`config.mk`:
```
export PLATFORM = sky130hd
export DESIGN_NAME = sprite_render_engine
export DESIGN_NICKNAME = d
export VERILOG_FILES = /design/src/rtl/sprite_render_pkg.sv /design/src/rtl/box_raster_counter.sv /design/src/rtl/sprite_render_engine.sv
export SDC_FILE = /design/constraint.sdc
export NUM_CORES = 1
export LEC_CHECK = 0
export ABC_AREA = 1
export BUFFER_PORTS_ARGS = -buffer_cell sky130_fd_sc_hd__buf_4
export CORE_ASPECT_RATIO = 1.4
export CORE_MARGIN = 10
export CORE_UTILIZATION = 45
export DETAILED_ROUTE_END_ITERATION = 8
export PLACE_DENSITY = 0.8
export SYNTH_ARGS = -nofsm -noshare
export SYNTH_HDL_FRONTEND = slang
export SYNTH_HIERARCHICAL = 1
export SYNTH_SLANG_ARGS = --single-unit
```
`constraint.sdc`:
```
create_clock -name clock -period 14.4 [get_ports clock]
set_input_delay 4.32 -clock clock [delete_from_list [all_inputs] [get_ports clock]]
set_output_delay 4.32 -clock clock [all_outputs]
set_load 0.05 [all_outputs]
```
`src/rtl/sprite_render_pkg.sv`:
```
`default_nettype none
// ============================================================================
// Module   : sprite_render_pkg
// Function : Shared state encoding, screen geometry and background address
//            translation for the sprite render engine.
// Revision : 1.0  initial release
// ============================================================================
package sprite_render_pkg;

   localparam int c_SCREEN_W = 320;
   localparam int c_SCREEN_H = 240;

   typedef enum logic [2:0] {
      ST_IDLE  = 3'd0,
      ST_SCAN  = 3'd1,
      ST_ERASE = 3'd2,
      ST_DRAW  = 3'd3,
      ST_DONE  = 3'd4
   } state_t;

   // Linear background ROM address; out-of-screen inputs simply wrap.
   function automatic logic [16:0] bg_addr(input logic [9:0] x,
                                           input logic [9:0] y,
                                           input int unsigned width);
      return 17'(17'(y) * 17'(width) + 17'(x));
   endfunction

endpackage
`default_nettype wire

```
`src/rtl/box_raster_counter.sv`:
```
`default_nettype none
// ============================================================================
// Module   : box_raster_counter
// Function : Column-inner / row-outer raster over a w x h box with a
//            last-pixel flag; shared by the erase and draw phases.
// Revision : 1.0  initial release
// ============================================================================
module box_raster_counter #(
   parameter int DIM_W = 7
) (
   input  logic             clk,
   input  logic             rst,
   input  logic             i_load,
   input  logic             i_en,
   input  logic [DIM_W-1:0] i_w,
   input  logic [DIM_W-1:0] i_h,
   output logic [DIM_W-1:0] o_col,
   output logic [DIM_W-1:0] o_row,
   output logic             o_last
);

   logic [DIM_W-1:0] r_col;
   logic [DIM_W-1:0] r_row;
   logic             w_col_end;

   assign w_col_end = (r_col == i_w - DIM_W'(1));

   always_ff @(posedge clk) begin
      if (rst || i_load) begin
         r_col <= '0;
         r_row <= '0;
      end else if (i_en) begin
         if (w_col_end) begin
            r_col <= '0;
            r_row <= r_row + DIM_W'(1);
         end else begin
            r_col <= r_col + DIM_W'(1);
         end
      end
   end

   assign o_col  = r_col;
   assign o_row  = r_row;
   assign o_last = w_col_end && (r_row == i_h - DIM_W'(1));

endmodule
`default_nettype wire

```
`src/rtl/sprite_render_engine.sv`:
```
`default_nettype none
// ============================================================================
// Module   : sprite_render_engine
// Function : Serialises erase-then-draw of up to N_CHANNELS sprites onto the
//            VGA pixel port with transparency skipping and edge clipping.
// Revision : 1.0  initial release
// ============================================================================
module sprite_render_engine
   import sprite_render_pkg::*;
#(
   parameter int                N_CHANNELS  = 4,
   parameter int                COLOR_W     = 3,
   parameter int                SCREEN_W    = c_SCREEN_W,
   parameter int                SCREEN_H    = c_SCREEN_H,
   parameter int                DIM_W       = 7,
   parameter int                SPR_ADDR_W  = 12,
   parameter logic [COLOR_W-1:0] TRANSPARENT = '0,
   parameter bit                TRANSP_EN   = 1'b1
) (
   input  logic                       clock,
   input  logic                       reset,
   input  logic                       frame_start,
   input  logic [N_CHANNELS-1:0]      ch_req,
   input  logic [9*N_CHANNELS-1:0]    ch_x_old,
   input  logic [9*N_CHANNELS-1:0]    ch_y_old,
   input  logic [9*N_CHANNELS-1:0]    ch_x_new,
   input  logic [9*N_CHANNELS-1:0]    ch_y_new,
   input  logic [DIM_W*N_CHANNELS-1:0] ch_w,
   input  logic [DIM_W*N_CHANNELS-1:0] ch_h,
   output logic [16:0]                bg_address,
   input  logic [COLOR_W-1:0]         bg_color,
   output logic [2:0]                 spr_channel,
   output logic [SPR_ADDR_W-1:0]      spr_address,
   input  logic [COLOR_W-1:0]         spr_color,
   output logic [8:0]                 vga_x,
   output logic [8:0]                 vga_y,
   output logic [COLOR_W-1:0]         vga_c,
   output logic                       plot,
   output logic                       busy,
   output logic                       done
);

   state_t                r_state;
   logic [N_CHANNELS-1:0] r_mask;
   logic [2:0]            r_ch;
   logic                  r_busy;
   logic                  r_done;
   logic [8:0]            r_vx;
   logic [8:0]            r_vy;
   logic                  r_pix_valid;
   logic                  r_in_screen;
   logic                  r_is_draw;

   // Channel fields padded to 8 entries so the 3-bit channel index is exact.
   logic [8:0]       w_xo [8];
   logic [8:0]       w_yo [8];
   logic [8:0]       w_xn [8];
   logic [8:0]       w_yn [8];
   logic [DIM_W-1:0] w_w  [8];
   logic [DIM_W-1:0] w_h  [8];

   genvar gi;
   generate
      for (gi = 0; gi < 8; gi++) begin : g_unpack
         if (gi < N_CHANNELS) begin : g_live
            assign w_xo[gi] = ch_x_old[9*gi +: 9];
            assign w_yo[gi] = ch_y_old[9*gi +: 9];
            assign w_xn[gi] = ch_x_new[9*gi +: 9];
            assign w_yn[gi] = ch_y_new[9*gi +: 9];
            assign w_w[gi]  = ch_w[DIM_W*gi +: DIM_W];
            assign w_h[gi]  = ch_h[DIM_W*gi +: DIM_W];
         end else begin : g_pad
            assign w_xo[gi] = '0;
            assign w_yo[gi] = '0;
            assign w_xn[gi] = '0;
            assign w_yn[gi] = '0;
            assign w_w[gi]  = '0;
            assign w_h[gi]  = '0;
         end
      end
   endgenerate

   // Lowest set bit wins.
   logic [2:0]            w_sel;
   logic [N_CHANNELS-1:0] w_sel_bit;
   logic                  w_any;

   always_comb begin
      w_sel     = '0;
      w_sel_bit = '0;
      w_any     = 1'b0;
      for (int i = N_CHANNELS - 1; i >= 0; i--) begin
         if (r_mask[i]) begin
            w_sel        = 3'(i);
            w_sel_bit    = '0;
            w_sel_bit[i] = 1'b1;
            w_any        = 1'b1;
         end
      end
   end

   logic             w_sel_empty;
   logic             w_active;
   logic             w_is_draw;
   logic             w_cnt_load;
   logic [DIM_W-1:0] w_col;
   logic [DIM_W-1:0] w_row;
   logic             w_last;
   logic [8:0]       w_x_base;
   logic [8:0]       w_y_base;
   logic [9:0]       w_x_sum;
   logic [9:0]       w_y_sum;
   logic             w_on_screen;
   logic             w_transp;

   assign w_sel_empty = (w_w[w_sel] == '0) || (w_h[w_sel] == '0);
   assign w_is_draw   = (r_state == ST_DRAW);
   assign w_active    = (r_state == ST_ERASE) || w_is_draw;
   assign w_cnt_load  = (r_state == ST_SCAN) || ((r_state == ST_ERASE) && w_last);

   box_raster_counter #(
      .DIM_W (DIM_W)
   ) u_raster (
      .clk    (clock),
      .rst    (reset),
      .i_load (w_cnt_load),
      .i_en   (w_active),
      .i_w    (w_w[r_ch]),
      .i_h    (w_h[r_ch]),
      .o_col  (w_col),
      .o_row  (w_row),
      .o_last (w_last)
   );

   // 10-bit sums so pixels past the right/bottom edge are detected, not wrapped.
   assign w_x_base    = w_is_draw ? w_xn[r_ch] : w_xo[r_ch];
   assign w_y_base    = w_is_draw ? w_yn[r_ch] : w_yo[r_ch];
   assign w_x_sum     = 10'(w_x_base) + 10'(w_col);
   assign w_y_sum     = 10'(w_y_base) + 10'(w_row);
   assign w_on_screen = (w_x_sum < 10'(SCREEN_W)) && (w_y_sum < 10'(SCREEN_H));

   assign bg_address  = (r_state == ST_ERASE) ? bg_addr(w_x_sum, w_y_sum, SCREEN_W) : '0;
   assign spr_address = w_is_draw ? SPR_ADDR_W'(SPR_ADDR_W'(w_row) * SPR_ADDR_W'(w_w[r_ch])
                                                 + SPR_ADDR_W'(w_col)) : '0;
   assign spr_channel = r_ch;

   always_ff @(posedge clock) begin
      if (reset) begin
         r_state     <= ST_IDLE;
         r_mask      <= '0;
         r_ch        <= '0;
         r_busy      <= 1'b0;
         r_done      <= 1'b0;
         r_vx        <= '0;
         r_vy        <= '0;
         r_pix_valid <= 1'b0;
         r_in_screen <= 1'b0;
         r_is_draw   <= 1'b0;
      end else begin
         r_done      <= 1'b0;
         r_vx        <= w_active ? w_x_sum[8:0] : '0;
         r_vy        <= w_active ? w_y_sum[8:0] : '0;
         r_pix_valid <= w_active;
         r_in_screen <= w_active && w_on_screen;
         r_is_draw   <= w_is_draw;
         case (r_state)
            ST_IDLE: begin
               if (frame_start) begin
                  r_mask  <= ch_req;
                  r_busy  <= 1'b1;
                  r_state <= ST_SCAN;
               end
            end
            ST_SCAN: begin
               if (!w_any) begin
                  // The last pixel leaves the pipeline this cycle.
                  r_done  <= 1'b1;
                  r_busy  <= 1'b0;
                  r_state <= ST_DONE;
               end else begin
                  r_mask <= r_mask & ~w_sel_bit;
                  r_ch   <= w_sel;
                  if (!w_sel_empty) begin
                     r_state <= ST_ERASE;
                  end
               end
            end
            ST_ERASE: begin
               if (w_last) begin
                  r_state <= ST_DRAW;
               end
            end
            ST_DRAW: begin
               if (w_last) begin
                  r_state <= ST_SCAN;
               end
            end
            ST_DONE: begin
               r_state <= ST_IDLE;
            end
            default: begin
               r_state <= ST_IDLE;
            end
         endcase
      end
   end

   assign w_transp = TRANSP_EN && r_is_draw && (spr_color == TRANSPARENT);

   assign vga_x = r_vx;
   assign vga_y = r_vy;
   assign vga_c = r_pix_valid ? (r_is_draw ? spr_color : bg_color) : '0;
   assign plot  = r_pix_valid && r_in_screen && !w_transp;
   assign busy  = r_busy;
   assign done  = r_done;

endmodule
`default_nettype wire

```
==> impl_metrics.prom <==
# TYPE chip_impl_metric gauge
chip_impl_info{name="outcome",value="complete, no violations"} 1
chip_impl_metric{name="finalHoldViolations",unit=""} 0
chip_impl_metric{name="cpPeakStageDelay",unit="ps"} 560
chip_impl_metric{name="worstPathRequired",unit="ps"} 10080
chip_impl_metric{name="clock_sink_count",unit=""} 46
chip_impl_metric{name="drt_iter0_drc",unit=""} 443
chip_impl_metric{name="detailed_place_hpwl",unit="µm"} 22700
chip_impl_metric{name="drtPass1Iterations",unit=""} 7
chip_impl_metric{name="synth.avg_cell_area",unit="µm²"} 6.06
chip_impl_metric{name="grt_use_total",unit="%"} 23.9
chip_impl_metric{name="fin_total_pwr",unit="mW"} 1.42
chip_impl_metric{name="cts_buffers",unit=""} 5
chip_impl_metric{name="finalMaxSlewViolations",unit=""} 0
chip_impl_metric{name="max_freq",unit="MHz"} 76.0
chip_impl_metric{name="clock-skew-final",unit="ps"} 5.77
chip_impl_metric{name="cp_data_arrival_time",unit="ps"} 8830
chip_impl_metric{name="insertedDiodeCount",unit=""} 0
chip_impl_metric{name="max_cap_violations",unit=""} 0
chip_impl_info{name="slowest_stage",value="sky130_fd_sc_hd__fa_1"} 1
chip_impl_metric{name="postLayoutCellArea",unit="µm²"} 9590
chip_impl_metric{name="vias_per_cell",unit=""} 5.30
chip_impl_metric{name="worst_ir_drop_vdd",unit="µV"} 166
chip_impl_metric{name="post_syn_instances",unit=""} 1223
chip_impl_metric{name="ys_warn_count",unit=""} 6
chip_impl_metric{name="ctsHtreeMaxLevel",unit=""} 2
chip_impl_metric{name="final_setup_fails",unit=""} 0
chip_impl_info{name="clock_tree_root_driver_cell",value="sky130_fd_sc_hd__clkbuf_16"} 1
chip_impl_metric{name="place_worst_setup_slack",unit="ps"} 1290
chip_impl_metric{name="finalCritPeriodShare",unit="%"} 91.3
chip_impl_info{name="end_kind",value="output pin"} 1
chip_impl_metric{name="place_area",unit="µm²"} 9460
chip_impl_metric{name="power.clock.fraction",unit="%"} 8.0
chip_impl_metric{name="layout_setup_ws",unit="ps"} 1250
chip_impl_metric{name="maxSlewHeadroom",unit="%"} 52.3
chip_impl_metric{name="synth.cell_area",unit="µm²"} 7410
chip_impl_metric{name="num_io_pins",unit=""} 269
chip_impl_metric{name="grt_start_max_net_pins",unit=""} 103
chip_impl_metric{name="ant_nets",unit=""} 0
chip_impl_metric{name="yosys_register_bits",unit=""} 46
chip_impl_info{name="cp-start-kind",value="primary input"} 1
chip_impl_metric{name="cts-root-to-sink-buffers",unit=""} 2
chip_impl_metric{name="fp.dieArea",unit="µm²"} 22100
chip_impl_metric{name="switching_share",unit="%"} 58.3
chip_impl_metric{name="path_clk_slew",unit="ps"} 60
chip_impl_metric{name="die_width",unit="µm"} 128
chip_impl_metric{name="nets",unit=""} 1765
chip_impl_info{name="rsz0062_at_grt",value="no"} 1
chip_impl_metric{name="finalSetupTns",unit="ps"} 0
chip_impl_metric{name="count_of_flip_flops_with_a_built_in_enable_after_synthesis",unit=""} 0
chip_impl_info{name="timing_worst_setup_path_type",value="in -> out"} 1
chip_impl_metric{name="largest_fanout_on_the_critical_path",unit=""} 8
chip_impl_metric{name="synth.net_count",unit=""} 1532
chip_impl_metric{name="comb_power_share",unit="%"} 79.1
chip_impl_metric{name="first_pass_grt_wire_length",unit="µm"} 43100
chip_impl_metric{name="hold_slack",unit="ps"} 479
chip_impl_metric{name="post_synth_num_cell_types",unit=""} 53
chip_impl_metric{name="initial_utilization",unit="%"} 45.8
chip_impl_metric{name="clk_latency",unit="ps"} 290
chip_impl_info{name="tritoncts_clock_tree",value="yes"} 1
chip_impl_info{name="crit_path_cell_trace",value="buf_4 > nand2_1 > nand3_1 > nand2_1 > inv_1 > nand2_1 > fa_1 > fa_1 > inv_1 > fa_1 > inv_1 > fa_1 > inv_1 > ha_1 > a21oi_1 > o21ai_0 > a21oi_1 > nor2_1 > o22ai_1 > o21ai_0 > a21oi_1 > buf_4"} 1
chip_impl_metric{name="holdBufCountCts",unit=""} 0
chip_impl_metric{name="post_drt_wl_per_cell",unit="µm"} 16.5
chip_impl_metric{name="number_of_antenna_violations_at_the_first_check_in_global_routing",unit=""} 0
chip_impl_metric{name="floorplan.die.height",unit="µm"} 172
chip_impl_metric{name="power.share.sequential",unit="%"} 12.9
chip_impl_metric{name="synthArstFlopShare",unit="%"} 0
chip_impl_metric{name="power_switching",unit="mW"} 0.827
chip_impl_metric{name="timing_worst_slew_pin_value",unit="ps"} 713
chip_impl_info{name="holdCritPathClass",value="reg -> reg"} 1
chip_impl_metric{name="synth-seq-area-share",unit="%"} 12.4
chip_impl_metric{name="fp.coreArea",unit="µm²"} 16200
chip_impl_metric{name="wirelength",unit="µm"} 27300
chip_impl_metric{name="remaining_drc_errors",unit=""} 0
chip_impl_metric{name="grt-ovfl-total",unit=""} 0
chip_impl_metric{name="area_delta_synth_final",unit="%"} 29.4
chip_impl_metric{name="power.static_leakage",unit="nW"} 5.04
chip_impl_metric{name="period_needed",unit="ps"} 13150
chip_impl_metric{name="fraction_of_final_layout_cells_sized_beyond_drive_strength_1",unit="%"} 23.2
chip_impl_info{name="synth_flop_cell",value="sky130_fd_sc_hd__dfxtp_1"} 1
chip_impl_metric{name="power_density",unit="nW/µm²"} 148
chip_impl_metric{name="placement_rows",unit=""} 55
chip_impl_metric{name="gp_routability_congestion",unit=""} 0.919
chip_impl_metric{name="dr_total_vias",unit=""} 8779
chip_impl_metric{name="post_cts_resize_count",unit=""} 0
chip_impl_metric{name="internal-power",unit="mW"} 0.591
chip_impl_metric{name="number_of_global_route_vias_before_repair",unit=""} 8891
chip_impl_metric{name="cts_post_setup_buffers_inserted",unit=""} 0
chip_impl_metric{name="portBuffers",unit=""} 267
[worst max-delay path: cells and delay by family]
family | cells | cell delay (ps)
AND/OR/NAND/NOR | 5 | 480
AO/OA/AOI/OAI | 6 | 880
buffers and inverters | 6 | 720
adder cells (fa/ha/maj) | 5 | 2430
[synth_stat cells (2+ instances only)]
master | number | share of area, %
sky130_fd_sc_hd__nor2_1 | 255 | 13
sky130_fd_sc_hd__nand2_1 | 203 | 10
sky130_fd_sc_hd__inv_1 | 163 | 8.3
sky130_fd_sc_hd__o21ai_0 | 107 | 7.2
sky130_fd_sc_hd__ha_1 | 62 | 10
sky130_fd_sc_hd__a21oi_1 | 59 | 4.0
sky130_fd_sc_hd__nand3_1 | 53 | 3.6
sky130_fd_sc_hd__dfxtp_1 | 46 | 12
sky130_fd_sc_hd__fa_1 | 34 | 9.2
sky130_fd_sc_hd__o22ai_1 | 26 | 2.2
sky130_fd_sc_hd__xor2_1 | 23 | 2.7
sky130_fd_sc_hd__clkbuf_1 | 21 | 1.1
sky130_fd_sc_hd__nand2_2 | 19 | 1.6
sky130_fd_sc_hd__nor3_1 | 17 | 1.1
sky130_fd_sc_hd__a31oi_1 | 15 | 1.3
sky130_fd_sc_hd__nand4_1 | 15 | 1.3
sky130_fd_sc_hd__inv_2 | 14 | 0.71
sky130_fd_sc_hd__xnor2_1 | 12 | 1.4
sky130_fd_sc_hd__buf_2 | 11 | 0.74
sky130_fd_sc_hd__nor2_2 | 7 | 0.59
sky130_fd_sc_hd__o211ai_1 | 6 | 0.61
sky130_fd_sc_hd__buf_6 | 5 | 0.76
sky130_fd_sc_hd__nand3_2 | 5 | 0.68
sky130_fd_sc_hd__buf_4 | 4 | 0.41
sky130_fd_sc_hd__o21ai_1 | 4 | 0.27
sky130_fd_sc_hd__buf_1 | 3 | 0.15
sky130_fd_sc_hd__nand3b_1 | 3 | 0.30
sky130_fd_sc_hd__or2_2 | 3 | 0.25
sky130_fd_sc_hd__a21o_1 | 2 | 0.20
sky130_fd_sc_hd__nor3b_1 | 2 | 0.20
sky130_fd_sc_hd__nor4_1 | 2 | 0.17
[layout by cell type, fill, tap and decap left out, types with 14 or more instances in the layout]
| master | synthesis | final |
|---|---|---|
| sky130_fd_sc_hd__ha_1 | 62 | 62 |
| sky130_fd_sc_hd__a31oi_1 | 15 | 15 |
| sky130_fd_sc_hd__xor2_1 | 23 | 23 |
| sky130_fd_sc_hd__nand3_1 | 53 | 53 |
| sky130_fd_sc_hd__nor2_1 | 255 | 255 |
| sky130_fd_sc_hd__nand2_2 | 19 | 19 |
| sky130_fd_sc_hd__o22ai_1 | 26 | 26 |
| sky130_fd_sc_hd__inv_1 | 163 | 163 |
| sky130_fd_sc_hd__nand4_1 | 15 | 15 |
| sky130_fd_sc_hd__dfxtp_1 | 46 | 44 |
| sky130_fd_sc_hd__a21oi_1 | 59 | 59 |
| sky130_fd_sc_hd__buf_4 | 4 | 271 |
| sky130_fd_sc_hd__nand2_1 | 203 | 203 |
| sky130_fd_sc_hd__o21ai_0 | 107 | 107 |
| sky130_fd_sc_hd__inv_2 | 14 | 14 |
| sky130_fd_sc_hd__fa_1 | 34 | 34 |
| sky130_fd_sc_hd__nor3_1 | 17 | 17 |
[kinds of logic after synthesis]
logic type	Yosys count	share of synthesized area, %
xor gates and xnor gates	36	4.35
and+or+nand+nor	594	34.5
adders and majority gates	96	19.6
other	1	0.0506
muxes	1	0.135
AOI/OAI and AO/OA	225	16.4
buffers and inverters	224	12.5
DFF	46	12.4
[registers in the layout (all words and copies together), names as in the netlist]
name            cells
busy                1
done                1
r_in_screen         1
r_is_draw           1
r_mask              4
r_pix_valid         1
r_state             3
spr_channel         2
u_raster/o_col      7
u_raster/o_row      7
vga_x               9
vga_y               9
[final timing paths]
kind,start,end,slack [ps],depth (start not counted)
max,ch_w[4],spr_address[9],1250,22
min,r_mask[2],r_mask[2],480,2
max reg2reg,spr_channel[0],u_raster/o_col[4],10350,18
min reg2reg,r_mask[2],r_mask[2],480,2
[metal layers]
layer	GRT usage, %	vias up	routed length [µm]
li1	-	4394	-
met1	25.3	3959	9990
met2	44.0	350	14000
met3	4.93	76	2030
met4	10.8	0	1220
met5	0	-	0
[metrics by stage]
| step | instances | util, % |
|---|---|---|
| 4_1_cts | 1655 | 59.3 |
| 2_1_floorplan | 1223 | - |
| 5_1_grt | 1655 | 59.3 |
| 3_5_place_dp | 1648 | 58.5 |
| 6_report | 1655 | 59.3 |
| 3_3_place_gp | 1648 | 58.5 |
[power by group through the flow]
stage | logic (mW) | registers, mW | clock network, mW
after floorplan | 0.817 | 0.208 | 0
after global placement | 1.10 | 0.185 | 0
after detailed placement | 1.11 | 0.185 | 0
after CTS | 1.12 | 0.182 | 0.114
after global routing | 1.26 | 0.188 | 0.119
final | 1.12 | 0.182 | 0.113
[cell type report]
| class | count | area, µm² |
|---|---|---|
| fillers | 1624 | 6580 |
| clock inverters | 1 | 7.51 |
| flip-flops and latches | 46 | 926 |
| multi-input cells | 953 | 5570 |
| clock buffers | 6 | 129 |
| well taps | 199 | 249 |
| inverters | 179 | 677 |
| repair buffers | 271 | 2030 |
(Power assumes the default switching activity.)
